### src/rtl/jtframe_zxdos_joy_pkg.sv
// Shared definitions for the ZXDOS serial joystick chain: slot numbering of the
// 26-slot scan frame and the slot -> (player, button bit) map.
package jtframe_zxdos_joy_pkg;

   localparam int LOAD_SLOT      = 0;
   localparam int FIRST_BIT_SLOT = 2;
   localparam int LAST_SLOT      = 25;
   localparam int NSLOTS         = 26;
   localparam int NBITS          = NSLOTS - FIRST_BIT_SLOT;   // 24 button bits per frame

   // Destination of one serial slot: player 0 = joystick1, player 1 = joystick2
   typedef struct packed {
      logic       player;
      logic [3:0] bit_idx;
   } joy_dest_t;

   // Slot -> button bit map of the external shift register chain
   function automatic joy_dest_t slot_dest(input int slot);
      joy_dest_t d;
      d = '{player: 1'b0, bit_idx: 4'd0};
      case (slot)
         2:  d = '{1'b0, 4'd8};    // start
         3:  d = '{1'b0, 4'd6};
         4:  d = '{1'b0, 4'd5};
         5:  d = '{1'b0, 4'd4};
         6:  d = '{1'b0, 4'd0};    // right
         7:  d = '{1'b0, 4'd1};    // left
         8:  d = '{1'b0, 4'd2};    // down
         9:  d = '{1'b0, 4'd3};    // up
         10: d = '{1'b1, 4'd8};
         11: d = '{1'b1, 4'd6};
         12: d = '{1'b1, 4'd5};
         13: d = '{1'b1, 4'd4};
         14: d = '{1'b1, 4'd0};
         15: d = '{1'b1, 4'd1};
         16: d = '{1'b1, 4'd2};
         17: d = '{1'b1, 4'd3};
         18: d = '{1'b1, 4'd10};
         19: d = '{1'b1, 4'd11};
         20: d = '{1'b1, 4'd9};    // coin
         21: d = '{1'b1, 4'd7};
         22: d = '{1'b0, 4'd10};
         23: d = '{1'b0, 4'd11};
         24: d = '{1'b0, 4'd9};    // coin
         25: d = '{1'b0, 4'd7};
         default: d = '{1'b0, 4'd0};
      endcase
      return d;
   endfunction

endpackage

### src/rtl/jtframe_zxdos_joysync.sv
// Two-flop synchroniser for the asynchronous joystick serial data line.
// Resets to 1 so an idle (released) line is seen while the chain restarts.
module jtframe_zxdos_joysync (
   input  logic rst,
   input  logic clk_sys,
   input  logic din,
   output logic dout
);

   logic meta;

   // Two register stages; only dout is used by downstream logic
   always_ff @(posedge clk_sys or posedge rst) begin
      if (rst) begin
         meta <= 1'b1;
         dout <= 1'b1;
      end else begin
         meta <= din;
         dout <= meta;
      end
   end

endmodule

### src/rtl/jtframe_zxdos_joyscan.sv
// ZXDOS serial joystick scanner: drives the external PISO chain, deserialises
// a 24-bit active-low frame, debounces it over whole frames and presents
// active-high joystick words that only change between frames.
module jtframe_zxdos_joyscan
   import jtframe_zxdos_joy_pkg::*;
#(
   parameter int DIV_W      = 8,
   parameter int DEB_FRAMES = 2
) (
   input  logic        rst,
   input  logic        clk_sys,
   input  logic        JOY_DATA,
   output logic        JOY_CLK,
   output logic        JOY_LOAD,
   output logic [15:0] joystick1,
   output logic [15:0] joystick2,
   output logic        frame_done
);

   localparam logic [DIV_W-1:0] RISE_VAL = {1'b0, {(DIV_W-1){1'b1}}};
   localparam logic [2:0]       DEB      = 3'(DEB_FRAMES);

   logic [DIV_W-1:0] div;
   logic [DIV_W-1:0] div_inc;
   logic [4:0]       slot;
   logic [4:0]       slot_next;
   logic             rise_tick;
   logic             sync_bit;
   logic [NBITS-1:0] raw;
   logic [NBITS-1:0] prev;
   logic [2:0]       stable_cnt;
   logic [2:0]       cnt_next;
   logic [15:0]      j1_map;
   logic [15:0]      j2_map;
   joy_dest_t        dest;

   jtframe_zxdos_joysync u_sync (
      .rst     (rst),
      .clk_sys (clk_sys),
      .din     (JOY_DATA),
      .dout    (sync_bit)
   );

   assign div_inc   = div + DIV_W'(1);
   assign rise_tick = (div == RISE_VAL);
   assign slot_next = !rise_tick ? slot :
                      (slot == 5'(LAST_SLOT)) ? 5'd0 : slot + 5'd1;

   // Debounce counter: restart on any difference, saturate at DEB on repeats
   assign cnt_next = (raw != prev)      ? 3'd1 :
                     (stable_cnt >= DEB) ? DEB  : stable_cnt + 3'd1;

   // Free-running divider; JOY_CLK is its registered MSB
   always_ff @(posedge clk_sys or posedge rst) begin
      if (rst) begin
         div     <= '0;
         JOY_CLK <= 1'b0;
      end else begin
         div     <= div_inc;
         JOY_CLK <= div_inc[DIV_W-1];
      end
   end

   // Slot sequencing and the active-low parallel-load strobe held for slot 0
   always_ff @(posedge clk_sys or posedge rst) begin
      if (rst) begin
         slot     <= 5'd0;
         JOY_LOAD <= 1'b1;
      end else begin
         slot     <= slot_next;
         JOY_LOAD <= (slot_next != 5'(LOAD_SLOT));
      end
   end

   // Capture the synchronised bit for the slot that ends on this rise tick
   always_ff @(posedge clk_sys or posedge rst) begin
      if (rst) begin
         raw <= '1;
      end else begin
         for (int i = 0; i < NBITS; i++) begin
            if (rise_tick && slot == 5'(i + FIRST_BIT_SLOT))
               raw[i] <= sync_bit;
         end
      end
   end

   // Reorder the raw frame into active-high joystick words
   always_comb begin
      j1_map = '0;
      j2_map = '0;
      dest   = '0;
      for (int i = 0; i < NBITS; i++) begin
         dest = slot_dest(i + FIRST_BIT_SLOT);
         if (dest.player)
            j2_map[dest.bit_idx] = ~raw[i];
         else
            j1_map[dest.bit_idx] = ~raw[i];
      end
   end

   // Frame end: pulse frame_done the cycle after the last capture, then
   // compare frames and publish once DEB consecutive frames agree
   always_ff @(posedge clk_sys or posedge rst) begin
      if (rst) begin
         frame_done <= 1'b0;
         prev       <= '1;
         stable_cnt <= 3'd0;
         joystick1  <= 16'h0000;
         joystick2  <= 16'h0000;
      end else begin
         frame_done <= rise_tick && (slot == 5'(LAST_SLOT));
         if (frame_done) begin
            stable_cnt <= cnt_next;
            prev       <= raw;
            if (cnt_next == DEB) begin
               joystick1 <= j1_map;
               joystick2 <= j2_map;
            end
         end
      end
   end

endmodule
### config.mk
export PLATFORM = sky130hd
export DESIGN_NAME = jtframe_zxdos_joyscan
export DESIGN_NICKNAME = d
export VERILOG_FILES = /design/src/rtl/jtframe_zxdos_joy_pkg.sv /design/src/rtl/jtframe_zxdos_joysync.sv /design/src/rtl/jtframe_zxdos_joyscan.sv
export SDC_FILE = /design/constraint.sdc
export NUM_CORES = 1
export LEC_CHECK = 0
export BUFFER_PORTS_ARGS = -buffer_cell sky130_fd_sc_hd__buf_2
export CORE_UTILIZATION = 25
export DETAILED_ROUTE_END_ITERATION = 12
export MAX_ROUTING_LAYER = met4
export PLACE_DENSITY = 0.51
export SETUP_SLACK_MARGIN = 0.02
export SLEW_MARGIN = 20
export SYNTH_ARGS = -nofsm -noshare
export SYNTH_HDL_FRONTEND = slang
export SYNTH_HIERARCHICAL = 1
export SYNTH_SLANG_ARGS = --single-unit
### constraint.sdc
create_clock -name clk_sys -period 3 [get_ports clk_sys]
set_clock_uncertainty 0.05 [all_clocks]
set_input_delay 0.3 -clock clk_sys [delete_from_list [all_inputs] [get_ports clk_sys]]
set_output_delay 0.3 -clock clk_sys [all_outputs]
set_load 0.01 [all_outputs]
==> flow_summary.json, run 1 <==
{
  "status": "finished clean",
  "chipHeight_um": 132,
  "r2r_setup_slack_ns": 0.91,
  "worstReg2RegStart": "div[0]",
  "grt_pass1_wl_um": 13800,
  "clkSinkCount": 92,
  "area_growth_syn_to_layout_pct": 16.3,
  "wl_um": 8270,
  "cts-root-buf": "clkbuf_16",
  "ant_nets": 0,
  "ys_warn_count": 6,
  "crit_start": "div[0]",
  "synth_flop_cell": "dfstp_2",
  "hold_viol": 0,
  "vias": 2490,
  "cp_max_fo": 11,
  "min_from": "u_sync/meta",
  "num_rows": 47,
  "max_freq_mhz": 479,
  "htree_levels": 3,
  "track_usage": 0.105,
  "drt-initial-drc-count": 105,
  "placed_cells": 583,
  "post_cts_resized": 0,
  "post-synth-top-area-cell": "dfstp_2",
  "stdcell_count": 601,
  "initial_utilization": 0.256,
  "hpwl_um": 5720,
  "grt_max_degree": 49,
  "die_area_sq_mm": 0.0175,
  "worst-endpoint-required_ns": 3.23,
  "portBuffers": 29,
  "cap_violations": 0,
  "synth_edf_count": 0,
  "cts_buffer_depth": 2,
  "grt_antenna_before_repair": 0,
  "finish.utilization": 0.297,
  "clkLatencyLatePin_ns": 0.35,
  "synth_top_area_frac": 0.316,
  "start_kind": "flop",
  "drc": 0,
  "power.leakage_nw": 2.26,
  "seq_area_frac_synth": 0.558,
  "synth_area_leaders": "dfstp_2, dfrtp_1, mux2_2",
  "wl_per_cell_um": 13.8,
  "synth_commonest_cells": "dfstp_2, mux2_2, dfrtp_1",
  "synthDistinctLibCells": 38,
  "hp-class": "flop to flop",
  "nets": 387,
  "slew_headroom": 0.478,
  "postSynthAreaPerCell_sq_um": 12.4,
  "gp_congestion": 0.753,
  "finalSetupTns_ns": 0,
  "die_w_um": 132,
  "period_share": 0.696,
  "grt_overflow_total": 0,
  "post_cts_buffers": 0,
  "syn_area_sq_mm": 0.00424,
  "firstDrtPassIters": 4,
  "viasPerCell": 4.14,
  "drive_gt1_frac": 0.396,
  "ys_async_sr_fraction": 1.00,
  "cts_tree": "built",
  "tightestPinTransition_ns": 0.782,
  "path_class": "flop to flop",
  "worst_ep_arrival_time_ns": 2.32,
  "yosysMostFrequentCell": "dfstp_2",
  "coreArea_sq_mm": 0.0166,
  "rsz0062_at_grt": "false",
  "syn_inst": 342,
  "final_max_slew_viol_count": 0,
  "ys_seq_elements": 92,
  "fill_cells": 1722,
  "fin_crit_ns": 2.09,
  "setup_violations": 0,
  "io_pins": 38,
  "power_density_mw_per_mm2": 488,
  "antenna_cells": 0,
  "cts_buffers": 9,
  "grt_pass1_vias": 2498,
  "clkTransAtPathRegs_ns": 0.07,
  "peakVddDrop_mv": 0.285,
  "end_kind": "flop"
}
[cell usage in the layout, fill, tap and decap left out, drive strengths merged, types with 3 or more instances in the layout]
cell type	Yosys	final
dfstp	51	51
mux2	48	48
dfrtp	41	41
inv	34	37
buf	14	34
xnor2	27	27
mux2i	24	24
nand2	15	15
nor2	13	13
nand3	12	12
nand4	10	10
clkbuf	6	10
ha	8	8
conb	1	8
nor3	8	8
o21ai	5	5
nor4	4	4
o31ai	3	3
xor2	3	3
[metrics by stage]
stage	setup slack, ns	hold WS, ns	total power (W)	area [sq um]
6_report	0.913	0.318	0.00240	4930
4_1_cts	0.896	0.322	0.00245	4930
3_5_place_dp	0.899	0.309	0.00131	4620
3_3_place_gp	0.962	0.284	0.00131	4620
2_1_floorplan	0.396	0.162	0.00130	4260
5_1_grt	0.775	0.322	0.00250	4930
[logic make-up (layout without fill, tap and decap cells)]
family	Yosys count	count (layout)	synth area share
flip-flops	92	92	0.558
AND/OR/NAND/NOR	73	73	0.0951
multiplexers	72	72	0.184
buffers and inverters	54	86	0.0579
XOR/XNOR	30	30	0.0620
AO/OA/AOI/OAI	12	12	0.0180
adder cells (fa/ha/maj)	8	8	0.0236
other	1	8	0.000885
[sequential cells by signal, summed over array words and instances (netlist names)]
name / cells
raw: 24
frame_done: 1
joystick1: 12
u_sync/dout: 1
JOY_CLK: 1
stable_cnt: 3
u_sync/meta: 1
JOY_LOAD: 1
slot: 5
joystick2: 12
prev: 24
div: 7
[cell type report]
class                      count  area (sq um)  area share
clock buffer                  10           239      0.0485
tap                          220           275      0.0558
multi-input combinational    203          1650       0.335
sequential                    92          2370       0.480
timing repair buffer          36           215      0.0437
inverter                      34           129      0.0261
clock inverter                 6          52.6      0.0107
[repair_timing]
action	4_1_cts	5_1_grt
endpoints found under the hold margin	3	0
endpoints found under the setup margin	0	0
hold buffers	2	0
[path summary, 6_finish.rpt]
check | end | cells past startpoint
setup / recovery | raw[0] | 5
hold / removal | u_sync/dout | 0
setup reg to reg | raw[0] | 5
hold reg to reg | u_sync/dout | 0
max in group asynchronous | prev[12] | 4
min in group asynchronous | u_sync/dout | 3
[worst max-delay path, cell delays in order (launching register included)]
cell,delay (ns)
dfrtp_1,0.38
ha_1,0.21
nand3_2,0.13
or3_4,0.46
nor4_1,0.42
mux2_1,0.37
[where the power goes]
| part | internal [W] | leakage, nW | total, W | switching (W) |
|---|---|---|---|---|
| clock | 0.000599 | 0.138 | 0.00112 | 0.000518 |
| sequential | 0.00125 | 1.08 | 0.00125 | 0.00000521 |
| combinational | 0.00000582 | 1.04 | 0.0000353 | 0.0000295 |
[routing by layer]
layer | up-vias | wire, um | GRT usage
li1 | 1213 | - | -
met1 | 1225 | 4080 | 0.138
met2 | 41 | 3750 | 0.151
met3 | 11 | 305 | 0.0315
met4 | 0 | 136 | 0.0421
met5 | - | 0 | -
No activity file was read; power rests on OpenSTA's default activity.
==> run 2, diff against run 1 <==
Settings changed: PLACE_DENSITY 0.51 to 0.53.
Clock period 3 ns to 1.75 ns, I/O delays scaled along.
==> run 2 against run 1 <==
The run now ends with setup timing left. Die area did not move. Final cell count rose by 8.7%. Count of clock-buffer cells in the layout rose by 2. Largest cell class unchanged. Global-route usage rose by 0.95 points. Combinational power rose by 75%. Largest power group unchanged. Sequential share of layout area fell by 6.0 points. Final area rose by 14%. Non-clock buffer count rose by 52. Via count rose by 8.2%. Worst setup slack got worse by 1.0 ns. Hold slack got worse by 0.052 ns.
==> flow_summary.json, run 2 (synthesized netlist as in run 1, its figures left out) <==
{
  "status": "finished with violations",
  "violations": "setup timing",
  "wl_per_cell_um": 13.7,
  "clkSinkCount": 92,
  "track_usage": 0.115,
  "worstReg2RegStart": "div[0]",
  "rr_endpoint": "raw[20]",
  "path_buf_inv": 0,
  "final_max_slew_viol_count": 0,
  "wl_um": 8970,
  "tightestPinTransition_ns": 0.505,
  "finalPower_w": 0.00402,
  "final_cell_mix": "dfstp_2, buf_4, dfrtp_1, inv_1",
  "power.leakage_nw": 2.61,
  "ant_nets": 0,
  "grt_pass1_vias": 2889,
  "largestRegisters": "prev: 24 flops, raw: 24 flops",
  "nets": 439,
  "setup_ws_ns": -0.114,
  "grt_max_degree": 84,
  "cts_buffer_depth": 2,
  "hold_viol": 0,
  "cts-root-buf": "clkbuf_16",
  "drt-initial-drc-count": 97,
  "num_rows": 47,
  "io_pins": 38,
  "portBuffers": 29,
  "finalSetupTns_ns": -1.64,
  "max_freq_mhz": 536,
  "area_growth_syn_to_layout_pct": 32.9,
  "cp_max_fo": 4,
  "setup_violations": 40,
  "r2r_setup_slack_ns": -0.11,
  "path_class": "flop to flop",
  "power_density_mw_per_mm2": 714,
  "grt_overflow_total": 0,
  "cts_buffers": 9,
  "chipHeight_um": 132,
  "crit_chain": "ha_4 -> nand3_4 -> or3_4 -> nor3b_4 -> nand3_2 -> mux2_4",
  "slew_headroom": 0.663,
  "end_kind": "flop",
  "viasPerCell": 4.13,
  "cp_top_family": "simple AND/OR/NAND/NOR gates",
  "hpwl_um": 6070,
  "r2r_cells": 6,
  "coreArea_sq_mm": 0.0166,
  "start_kind": "flop",
  "cts_tree": "built",
  "antenna_cells": 0,
  "firstDrtPassIters": 4,
  "die_area_sq_mm": 0.0175,
  "fin_crit_ns": 1.86,
  "grt_antenna_before_repair": 0,
  "gp_congestion": 0.750,
  "worst-endpoint-required_ns": 1.98,
  "clkLatencyLatePin_ns": 0.35,
  "slowest_delay_ns": 0.38,
  "holdWs_ns": 0.266,
  "initial_utilization": 0.256,
  "worst_ep_arrival_time_ns": 2.10,
  "grt_pass1_wl_um": 15000,
  "peakVddDrop_mv": 0.431,
  "clkTransAtPathRegs_ns": 0.07,
  "hp-class": "input pin to asynchronous set/reset pin",
  "drive_gt1_frac": 0.536,
  "htree_levels": 3,
  "period_share": 1.07,
  "drc": 0,
  "vias": 2694,
  "worst_path_max_delay_cell": "dfrtp_1",
  "rsz0062_at_grt": "true",
  "cap_violations": 0,
  "die_w_um": 132
}
## run 2: cell count changes in the layout (fill, tap and decap cells not counted), moves of 3 or more
| cell | delta |
|---|---|
| buf_12 | +3 |
| buf_4 | +47 |
| ha_1 | -3 |
| mux2_1 | -4 |
| mux2_2 | -14 |
| mux2_4 | +18 |
| nor2_1 | -7 |
| nor2_2 | +6 |
| nor3_1 | -4 |
| nor3_4 | +4 |
| nor4_4 | +3 |
| xnor2_1 | -6 |
| xnor2_2 | +6 |
## run 2: worst min-delay path: cells and delay by family
family,cells,cell delay (ns)
buffers and inverters,3,0.85
## run 2: metal layers
metal  part of all wire  wire, um  GRT usage
met2               0.48      4300      0.178
met3              0.030       271     0.0250
met4              0.024       214     0.0632
met1               0.47      4180      0.139
met5                  0         0          -
## run 2: per-stage QoR
| stage | area [sq um] | instances | worst slack [ns] | util |
|---|---|---|---|---|
| 3_5_place_dp | 5050 | 630 | -0.225 | 0.305 |
| 2_1_floorplan | 4350 | 349 | -0.0776 | - |
| 4_1_cts | 5530 | 653 | -0.166 | 0.333 |
| 6_report | 5630 | 653 | -0.114 | 0.340 |
| 3_3_place_gp | 5050 | 630 | -0.191 | 0.305 |
| 5_1_grt | 5630 | 653 | -0.198 | 0.340 |
## run 2: worst max path at each step
stage	slack, ns	startpoint	cells after the start	endpoint
floorplan	-0.08	div[0]	7	JOY_LOAD
global placement	-0.19	div[1]	6	raw[23]
detailed placement	-0.23	div[1]	6	raw[23]
CTS	-0.17	div[0]	6	raw[20]
global route	-0.20	slot[1]	7	JOY_LOAD
finish	-0.11	div[0]	6	raw[20]
## run 2: timing repair
action | CTS | global route
endpoints found under the setup margin | 48 | 52
resized for setup | 29 | 23
hold endpoints to repair | 10 | 0
setup buffers | 5 | 1
hold buffers | 2 | 0
pin swaps | 20 | 21
## run 2: power by group
part | switching, W | internal, W | leakage, nW | total [W]
sequential | 0.0000100 | 0.00214 | 1.08 | 0.00215
combinational | 0.0000508 | 0.0000108 | 1.39 | 0.0000616
clock | 0.000812 | 0.00100 | 0.137 | 0.00181
total | 0.000873 | 0.00315 | 2.61 | 0.00402
## run 2: layout make-up
type	count	area, sq um
fill	1671	11000
sequential	92	2370
multi-input combinational	203	1940
timing repair buffer	88	654
tap	220	275
clock buffer	12	246
inverter	34	131
clock inverter	4	23.8
==> run 3, diff against run 2 <==
Settings changed: CTS_BUF_LIST set to sky130_fd_sc_hd__clkbuf_4 sky130_fd_sc_hd__clkbuf_8, PLACE_DENSITY 0.53 to 0.52, SYNTH_HIERARCHICAL 1 to unset.
==> run 3 against run 2 <==
First-iteration DRC count is 2.1% higher. Global-route usage rose by 0.31 points. Largest cell class unchanged. Final area increased by 6.1%. Register-to-register slack lost 0.05 ns. Highest routed layer unchanged. Non-clock buffer count increased by 31. Routed wire length grew 5.8%. Die area grew 1.7%. The flow still finishes with violations (setup timing). Final cell count increased by 5.5%.
==> flow_summary.json, run 3 <==
{
  "status": "finished with violations",
  "violations": "setup timing",
  "viasPerCell": 4.18,
  "drt-initial-drc-count": 99,
  "power_density_mw_per_mm2": 619,
  "path_class": "flop to flop",
  "slew_headroom": 0.660,
  "worst-endpoint-required_ns": 1.99,
  "largestRegisters": "prev: 24 flops, raw: 24 flops",
  "post-synth-top-area-cell": "dfstp_2",
  "drc": 0,
  "ys_async_sr_fraction": 1.00,
  "placed_cells": 650,
  "syn_inst": 347,
  "period_share": 1.09,
  "seqPwrFrac": 0.580,
  "synth_flop_cell": "dfstp_2",
  "firstDrtPassIters": 4,
  "peakVddDrop_mv": 0.392,
  "fin_crit_ns": 1.91,
  "wl_um": 9490,
  "cp_max_fo": 15,
  "grt_overflow_total": 0,
  "synth_commonest_cells": "dfstp_2, mux2_2, dfrtp_1",
  "synth_edf_count": 0,
  "regArea_sq_mm": 0.00237,
  "final_cell_mix": "buf_4, dfstp_2, dfrtp_1, mux2_2, inv_1",
  "power.leakage_nw": 2.75,
  "crit_chain": "xnor2_1 -> nand4_1 -> nor4_1 -> buf_4 -> nand2_2 -> buf_12 -> mux2i_1",
  "start_kind": "flop",
  "postSynthAreaPerCell_sq_um": 12.4,
  "stdcell_count": 689,
  "initial_utilization": 0.258,
  "place_area_sq_mm": 0.00524,
  "setup_ws_ns": -0.161,
  "area_growth_syn_to_layout_pct": 38.6,
  "clkLatencyLatePin_ns": 0.37,
  "multiInputGateArea_sq_mm": 0.00212,
  "worst_ep_arrival_time_ns": 2.15,
  "cap_violations": 0,
  "coreArea_sq_mm": 0.0167,
  "pwr-share-clk": 0.404,
  "postLayoutCellArea_sq_mm": 0.00598,
  "syn_area_sq_mm": 0.00431,
  "wl_per_cell_um": 13.8,
  "rsz0062_at_grt": "true",
  "synthDistinctLibCells": 39,
  "seq_area_frac_synth": 0.549,
  "grt_max_degree": 93,
  "cts_buffer_depth": 2,
  "cts_tree": "built",
  "num_rows": 47,
  "gp_congestion": 0.746,
  "final_common_cell": "buf_4",
  "switching_share": 0.217,
  "ant_nets": 0,
  "p_sw_w": 0.000803,
  "clkTransAtPathRegs_ns": 0.09,
  "grt_pass1_vias": 3008,
  "holdWs_ns": 0.309,
  "drive_gt1_frac": 0.623,
  "track_usage": 0.118,
  "worst_path_max_delay_cell": "dfstp_2",
  "portBuffers": 29,
  "finish.utilization": 0.358,
  "grt_pass1_wl_um": 15700,
  "cts_buffers": 9,
  "final_max_slew_viol_count": 0,
  "synth_area_leaders": "dfstp_2, dfrtp_1, mux2_2",
  "fill_cells": 1668,
  "htree_levels": 3,
  "yosysMostFrequentCell": "dfstp_2",
  "nets": 475,
  "end_kind": "flop",
  "clkSinkCount": 92,
  "max_freq_mhz": 523,
  "synth_top_area_frac": 0.311,
  "die_w_um": 133,
  "cts-root-buf": "clkbuf_8",
  "slowest_delay_ns": 0.55,
  "vias": 2878,
  "chipHeight_um": 133,
  "power.internal_w": 0.00290,
  "path_buf_inv": 2,
  "setup_violations": 44,
  "antenna_cells": 0,
  "grt_antenna_before_repair": 0,
  "ys_seq_elements": 92,
  "finalPower_w": 0.00370,
  "ys_warn_count": 0,
  "hpwl_um": 6490,
  "io_pins": 38,
  "tightestPinTransition_ns": 0.510,
  "pwr-share-comb": 0.016,
  "die_area_sq_mm": 0.0178,
  "hold_viol": 0,
  "hp-class": "flop to flop",
  "cp_top_family": "flip-flops"
}
==> run 3: cell types whose count changed after synthesis, moves of 4 or more <==
| cell | previous run | this run |
|---|---|---|
| nor3_1 | 7 | 3 |
| nor2_1 | 13 | 6 |
| nand2_1 | 15 | 19 |
| nor2b_1 | 0 | 7 |
| nand3_1 | 10 | 14 |
==> run 3: stage by stage <==
stage	setup WS (ns)	setup TNS, ns
after detailed placement	-0.267	-8.02
final	-0.161	-5.06
after global routing	-0.273	-9.97
after global placement	-0.222	-6.52
after floorplan	-0.143	-3.68
after CTS	-0.176	-4.60
==> run 3: final cells by class <==
| class | instances | area share |
|---|---|---|
| clock inverters | 4 | 0.00795 |
| multi-input cells | 209 | 0.355 |
| well taps | 220 | 0.0461 |
| clock buffers | 12 | 0.0266 |
| inverters | 33 | 0.0218 |
| flip-flops and latches | 92 | 0.396 |
| repair buffers | 119 | 0.147 |
==> run 3: power groups by stage <==
stage               combinational [W]  sequential [W]  clock, W
finish                      0.0000599         0.00214   0.00149
global route                0.0000709         0.00215   0.00164
CTS                         0.0000644         0.00215   0.00156
detailed placement          0.0000610         0.00218         0
global placement            0.0000590         0.00218         0
floorplan                   0.0000563         0.00217         0
==> run 3: logic make-up after synthesis <==
| kind of cell | Yosys count | share of synthesized area |
|---|---|---|
| fa+ha+maj | 8 | 0.0232 |
| xor+xnor | 30 | 0.0609 |
| other cells | 1 | 0.000870 |
| flops | 92 | 0.549 |
| buf+inv | 53 | 0.0592 |
| mux | 73 | 0.184 |
| simple gates | 79 | 0.107 |
| compound gates | 11 | 0.0165 |
==> run 3: path summary, 6_finish.rpt <==
kind                                endpoint  slack (ns)        start  depth (start not counted)
worst max-delay path            joystick1[2]       -0.16       raw[4]                          7
worst min-delay path             u_sync.dout        0.31  u_sync.meta                          0
worst max register to register  joystick1[2]       -0.16       raw[4]                          7
worst min register to register   u_sync.dout        0.31  u_sync.meta                          0
max in group asynchronous            raw[13]        0.82          rst                          4
min in group asynchronous            slot[0]        0.39          rst                          4
==> run 3: timing repair <==
item                                    in CTS  in global routing
resized for setup                           49                 30
cloned                                       1                  0
buffers inserted                             9                 12
endpoints found under the setup margin      51                 52
endpoints found under the hold margin       42                  0
pin swaps                                   21                 17
hold buffers                                 2                  0
==> run 3: layer usage <==
layer,vias to the layer above,share of wire,track usage,wire length [um]
li1,1396,-,-,-
met1,1439,0.45,0.144,4300
met2,34,0.50,0.193,4780
met3,9,0.031,0.0297,293
met4,0,0.012,0.0341,115
met5,-,0,-,0
==> run 3: worst reg2reg max path: cells and delay by family, from the launching register on <==
| kind | cells | cell delay (ns) |
|---|---|---|
| buf+inv | 2 | 0.35 |
| xor+xnor | 1 | 0.16 |
| simple gates | 3 | 0.54 |
| mux | 1 | 0.17 |
| flops | 1 | 0.55 |
